[src/rtl/lenet5_layer_sched.sv]
// rtl/lenet5_layer_sched.sv - time-multiplexed LeNet-5 step sequencer for one shared compute engine
// Optional per-step watchdog and ERR state enabled by defining LAYER_TIMEOUT_EN.
module lenet5_layer_sched #(
  parameter int NUM_STEPS      = 11,
  parameter int STEP_W         = 4,
  parameter int CNT_W          = 20,
  parameter int TIMEOUT_CYCLES = 65535
) (
  input  logic              clk,
  input  logic              rst,
  input  logic              frame_valid,
  output logic              frame_ready,
  input  logic              abort,
  output logic              eng_start,
  output logic [STEP_W-1:0] eng_step,
  output logic [1:0]        eng_op,
  output logic              eng_src_buf,
  output logic              eng_dst_buf,
  input  logic              eng_done,
  output logic              eng_abort,
  output logic              result_valid,
  input  logic              result_ready,
  output logic              result_buf,
  output logic              busy,
  output logic [CNT_W-1:0]  last_frame_cycles,
  output logic              err
);

  if (STEP_W < $clog2(NUM_STEPS) || TIMEOUT_CYCLES < 1) begin : g_cfg_check
    $error("lenet5_layer_sched: inconsistent parameters");
  end

  typedef enum logic [2:0] {S_IDLE, S_ISSUE, S_WAIT, S_DONE, S_ERR} state_e;

  state_e            state_q, state_d;
  logic [STEP_W-1:0] step_q, step_d;
  logic              buf_sel_q, buf_sel_d;
  logic [CNT_W-1:0]  cnt_q, cnt_d;
  logic [CNT_W-1:0]  last_q, last_d;
  logic              rbuf_q, rbuf_d;
  logic [CNT_W-1:0]  cnt_inc;
  logic              active;

  // C1,T1,S2,C3,T2,S4,C5,T3,F6,T4,OUT
  function automatic logic [1:0] op_of(input logic [STEP_W-1:0] s);
    case (int'(s))
      0, 3:       op_of = 2'd0;
      1, 4, 7, 9: op_of = 2'd1;
      2, 5:       op_of = 2'd2;
      default:    op_of = 2'd3;
    endcase
  endfunction

  assign cnt_inc = (&cnt_q) ? cnt_q : cnt_q + CNT_W'(1);

`ifdef LAYER_TIMEOUT_EN
  localparam int WD_W = $clog2(TIMEOUT_CYCLES + 1);
  logic [WD_W-1:0] wd_q, wd_d, wd_inc;
  logic            err_pulse_q, err_pulse_d;

  assign wd_inc = wd_q + WD_W'(1);

  always_ff @(posedge clk or posedge rst) begin
    if (rst) begin
      wd_q        <= '0;
      err_pulse_q <= 1'b0;
    end else begin
      wd_q        <= wd_d;
      err_pulse_q <= err_pulse_d;
    end
  end
`endif

  always_ff @(posedge clk or posedge rst) begin
    if (rst) begin
      state_q   <= S_IDLE;
      step_q    <= '0;
      buf_sel_q <= 1'b0;
      cnt_q     <= '0;
      last_q    <= '0;
      rbuf_q    <= 1'b0;
    end else begin
      state_q   <= state_d;
      step_q    <= step_d;
      buf_sel_q <= buf_sel_d;
      cnt_q     <= cnt_d;
      last_q    <= last_d;
      rbuf_q    <= rbuf_d;
    end
  end

  always_comb begin
    state_d      = state_q;
    step_d       = step_q;
    buf_sel_d    = buf_sel_q;
    cnt_d        = cnt_q;
    last_d       = last_q;
    rbuf_d       = rbuf_q;
    frame_ready  = 1'b0;
    eng_start    = 1'b0;
    eng_abort    = 1'b0;
    result_valid = 1'b0;
    result_buf   = 1'b0;
    err          = 1'b0;
    active       = 1'b0;
`ifdef LAYER_TIMEOUT_EN
    wd_d        = wd_q;
    err_pulse_d = 1'b0;
`endif
    case (state_q)
      S_IDLE: begin
        frame_ready = 1'b1;
        if (frame_valid) begin
          step_d    = '0;
          buf_sel_d = 1'b0;
          cnt_d     = '0;
          state_d   = S_ISSUE;
        end
      end
      S_ISSUE: begin
        active    = 1'b1;
        eng_start = 1'b1;
        cnt_d     = cnt_inc;
`ifdef LAYER_TIMEOUT_EN
        wd_d = '0;
`endif
        if (abort) begin
          eng_abort = 1'b1;
          state_d   = S_IDLE;
        end else begin
          state_d = S_WAIT;
        end
      end
      S_WAIT: begin
        active = 1'b1;
        cnt_d  = cnt_inc;
        if (abort) begin
          eng_abort = 1'b1;
          state_d   = S_IDLE;
        end else if (eng_done) begin
          if (step_q == STEP_W'(NUM_STEPS - 1)) begin
            // Latched count includes this final WAIT cycle.
            rbuf_d  = ~buf_sel_q;
            last_d  = cnt_inc;
            state_d = S_DONE;
          end else begin
            step_d    = step_q + STEP_W'(1);
            buf_sel_d = ~buf_sel_q;
            state_d   = S_ISSUE;
          end
        end
`ifdef LAYER_TIMEOUT_EN
        else begin
          wd_d = wd_inc;
          if (wd_inc == WD_W'(TIMEOUT_CYCLES)) begin
            err_pulse_d = 1'b1;
            state_d     = S_ERR;
          end
        end
`endif
      end
      S_DONE: begin
        result_valid = 1'b1;
        result_buf   = rbuf_q;
        if (abort || result_ready) state_d = S_IDLE;
      end
`ifdef LAYER_TIMEOUT_EN
      S_ERR: begin
        err       = 1'b1;
        eng_abort = err_pulse_q;
        if (abort) state_d = S_IDLE;
      end
`endif
      default: state_d = S_IDLE;
    endcase
  end

  // Engine-facing step info is only presented while a step is in flight.
  assign eng_step          = active ? step_q : '0;
  assign eng_op            = active ? op_of(step_q) : 2'd0;
  assign eng_src_buf       = active & buf_sel_q;
  assign eng_dst_buf       = active & ~buf_sel_q;
  assign busy              = (state_q != S_IDLE);
  assign last_frame_cycles = last_q;

endmodule
[config.mk]
export PLATFORM = sky130hd
export DESIGN_NAME = lenet5_layer_sched
export DESIGN_NICKNAME = d
export VERILOG_FILES = /design/src/rtl/lenet5_layer_sched.sv
export SDC_FILE = /design/constraint.sdc
export NUM_CORES = 1
export LEC_CHECK = 0
export ABC_AREA = 1
export CAP_MARGIN = 40
export CORE_UTILIZATION = 40
export CTS_CLUSTER_DIAMETER = 200
export DETAILED_ROUTE_END_ITERATION = 8
export PLACE_DENSITY = 0.65
export SYNTH_ARGS = -nofsm -noshare
export SYNTH_HDL_FRONTEND = slang
export SYNTH_SLANG_ARGS = --single-unit
[constraint.sdc]
create_clock -name clk -period 4 [get_ports clk]
set_clock_uncertainty 0.05 [all_clocks]
set_input_delay 1.2 -clock clk [delete_from_list [all_inputs] [get_ports clk]]
set_output_delay 1.2 -clock clk [all_outputs]
set_load 0.02 [all_outputs]
==> flow_metrics.env <==
export IMPL_max_stage_delay_ns=0.59
export IMPL_fin_setup_tns_ns=0
export IMPL_grt_pass1_wl_mm=11.03
export IMPL_drtIter0Drc=187
export IMPL_portBuffers=39
export IMPL_synth_nets=414
export IMPL_timing_rr_end="cnt_q[0]$_DFFE_PP0P_"
export IMPL_antenna_left=0
export IMPL_areaGrowthSynthToFinish_pct=19.07
export IMPL_drv_cap=0
export IMPL_synthTopCellsByArea="dfrtp_1, nand2_1, nand3_2"
export IMPL_cts_tree="built"
export IMPL_avgRoutedWirePerCell_um=12.01
export IMPL_crit_chain="clkdlybuf4s50_1, nand2_1, inv_1, clkdlybuf4s50_1"
export IMPL_clkPwrFrac=0.203
export IMPL_initial_utilization=0.4188
export IMPL_fin_crit_sh=0.9134
export IMPL_ys_warn_count=0
export IMPL_synth_seq_cells=48
export IMPL_cts_sinks=48
export IMPL_core_um2=6907
export IMPL_power_share_switching=0.4137
export IMPL_cpMaxStageDelayCell="clkdlybuf4s50_1"
export IMPL_vias=2553
export IMPL_diodes=0
export IMPL_r2r_start="cnt_q[0]$_DFFE_PP0P_"
export IMPL_setup_viol=0
export IMPL_rrSetupSlack_ns=1.77
export IMPL_die_w_um=87.04
export IMPL_cp_num_buf_inv=3
export IMPL_synth_top_area_cell="dfrtp_1"
export IMPL_critPathMaxFanout=3
export IMPL_netSwitchingPower_uw=627.1
export IMPL_outcome="completed"
export IMPL_internal_power_uw=888.8
export IMPL_grt_pass1_vias=2383
export IMPL_critPathKind="input pin to output port"
export IMPL_grt_max_degree=26
export IMPL_syn_area_per_cell_um2=7.268
export IMPL_netlist_area_leader_share=0.4152
export IMPL_rsz0062_at_grt="no"
export IMPL_syn_inst=398
export IMPL_cts_root_buf="clkbuf_8"
export IMPL_dieArea_um2=7576
export IMPL_stdcell_count=532
export IMPL_pwr_share_seq=0.380
export IMPL_hpwl_mm=4.652
export IMPL_ios=41
export IMPL_synth_area_um2=2893
export IMPL_rows=30
export IMPL_p_per_area_nw_per_um2=440.1
export IMPL_drive_gt1_frac=0.09633
export IMPL_grt_antenna_before_repair=0
export IMPL_die_h_um=87.04
export IMPL_htree_levels=2
export IMPL_hold_violations=0
export IMPL_cp_required_ns=2.75
export IMPL_fin_nets=451
export IMPL_drc_errors=0
export IMPL_r2r_cells=10
export IMPL_hold_buffers=0
export IMPL_gr_total_overflow=0
export IMPL_hold_ws_ns=0.4360
export IMPL_cts_resized=0
export IMPL_max_freq_mhz=273.7
export IMPL_worstPathArrival_ns=2.40
export IMPL_min_path_cells=2
export IMPL_drv_slew=0
export IMPL_worstHoldStart="last_frame_cycles[13]$_DFFE_PP0P_"
export IMPL_crit_family="buffers and inverters"
export IMPL_comb_power_share=0.417
export IMPL_min_delay_path_class="register to register"
export IMPL_cp_start_kind="input pin"
export IMPL_clock_latency_ns=0.30
export IMPL_grt_use_total=0.1867
export IMPL_holdPathEnd="last_frame_cycles[13]$_DFFE_PP0P_"
export IMPL_fin_crit_ns=3.654
export IMPL_placedCellCount=524
export IMPL_yosysSeqAreaShare=0.4152
export IMPL_vdd_drop_max_uv=300.1
export IMPL_cts_buffers_inserted=5
export IMPL_path_common_cell="clkdlybuf4s50_1"
export IMPL_clockBufferDepth=2
export IMPL_gp_congestion=0.8953
export IMPL_slew_headroom=0.5821
export IMPL_wirelength_mm=6.388
export IMPL_post_cts_buffers=0
export IMPL_dr_pass1_iters=4
export IMPL_p_leak_uw=0.001768
export IMPL_crit_path_end_kind="output port"
export IMPL_tightestPinTransition_ns=0.6246
export IMPL_yosysUniqueCellTypes=26
export IMPL_avgViaCountPerCell=4.799
export IMPL_clk_pin_slew_ns=0.09
## cell type report
cell class	instances	area (um^2)
Timing Repair Buffer	42	412.9
Clock inverter	1	7.507
Sequential cell	48	1201
Fill cell	724	3462
Multi-Input combinational cell	296	1459
Clock buffer	7	86.33
Tap cell	96	120.1
Inverter	42	157.7
## synthesized netlist by cell type
| library cell | n |
|---|---|
| inv_2 | 5 |
| dfrtp_1 | 48 |
| or2_1 | 5 |
| nand2_4 | 2 |
| buf_4 | 3 |
| o21ai_1 | 11 |
| nand4_1 | 4 |
| clkbuf_1 | 4 |
| inv_1 | 37 |
| o21ai_2 | 2 |
| o22ai_1 | 2 |
| nand3_2 | 14 |
| xor2_1 | 3 |
| nor2_4 | 3 |
| a31oi_1 | 2 |
| conb_1 | 1 |
| nor3_4 | 1 |
| nand3_1 | 19 |
| nand2_2 | 4 |
| nor2_1 | 31 |
| ha_1 | 10 |
| buf_6 | 2 |
| o21ai_0 | 7 |
| a21oi_1 | 7 |
| buf_2 | 3 |
| nand2_1 | 168 |
## flip-flops by register name (all words and copies together) (netlist names)
signal             cells
cnt_q                 20
last_frame_cycles     20
step_q                 4
state_q                2
buf_sel_q              1
rbuf_q                 1
## worst min-delay path, cell delays in order (launching register included)
cell,delay (ns)
dfrtp_1,0.36
nand2_1,0.05
nand2_1,0.05
## cell families after synthesis
family / Yosys count / synth area share
AND/OR/NAND/NOR: 251 / 0.3927
buffers and inverters: 54 / 0.08045
flip-flops: 48 / 0.4152
AO/OA/AOI/OAI: 31 / 0.05795
adder cells (fa/ha/maj): 10 / 0.04325
XOR/XNOR: 3 / 0.009085
other: 1 / 0.001296
## power by group through the flow
stage | Combinational [uW] | Sequential, uW | Clock [uW]
final | 633 | 575 | 308
after global routing | 696 | 583 | 332
after CTS | 635 | 575 | 318
after detailed placement | 633 | 584 | 0
after global placement | 626 | 585 | 0
after floorplan | 430 | 569 | 0
## routing by layer
metal  GRT usage  up-vias  share of wire
li1            -     1304              -
met5           0        -              0
met2      0.3014       46           0.47
met4     0.05758        0         0.0050
met1      0.2577     1201           0.50
met3     0.02938        2          0.026
## cell usage in the layout (no fill, tap or decap), types with 2 or more instances in the layout
master / instances
inv_2: 6
xor2_1: 3
nand2_4: 2
nand2_1: 168
o21ai_1: 11
nand3_1: 19
nand3_2: 14
o21ai_2: 2
a21oi_1: 7
a31oi_1: 2
nor2_4: 3
dfrtp_1: 48
clkdlybuf4s50_1: 39
nor2_1: 31
inv_1: 36
or2_1: 5
clkbuf_8: 6
o22ai_1: 2
nand2_2: 4
nand4_1: 4
buf_4: 3
o21ai_0: 7
ha_1: 10
## stage by stage
stage | area [um^2] | total power [uW] | worst slack [ns] | utilization
3_3_place_gp | 3351 | 1210 | 0.3530 | 0.4851
5_1_grt | 3445 | 1612 | 0.2978 | 0.4987
3_5_place_dp | 3351 | 1217 | 0.3435 | 0.4851
6_report | 3445 | 1516 | 0.3464 | 0.4987
2_1_floorplan | 2893 | 999.0 | 1.342 | -
4_1_cts | 3445 | 1527 | 0.3422 | 0.4987
## worst max-delay path by stage
stage | startpoint | end | slack, ns | depth (start not counted)
2_1_floorplan | state_q[0]$_DFFE_PP0P_ | eng_op[1] | 1.34 | 5
3_3_place_gp | abort | eng_abort | 0.35 | 4
3_5_place_dp | abort | eng_abort | 0.34 | 4
4_1_cts | abort | eng_abort | 0.34 | 4
5_1_grt | abort | eng_abort | 0.30 | 4
6_report | abort | eng_abort | 0.35 | 4
No activity file was read; power rests on OpenSTA's default activity.
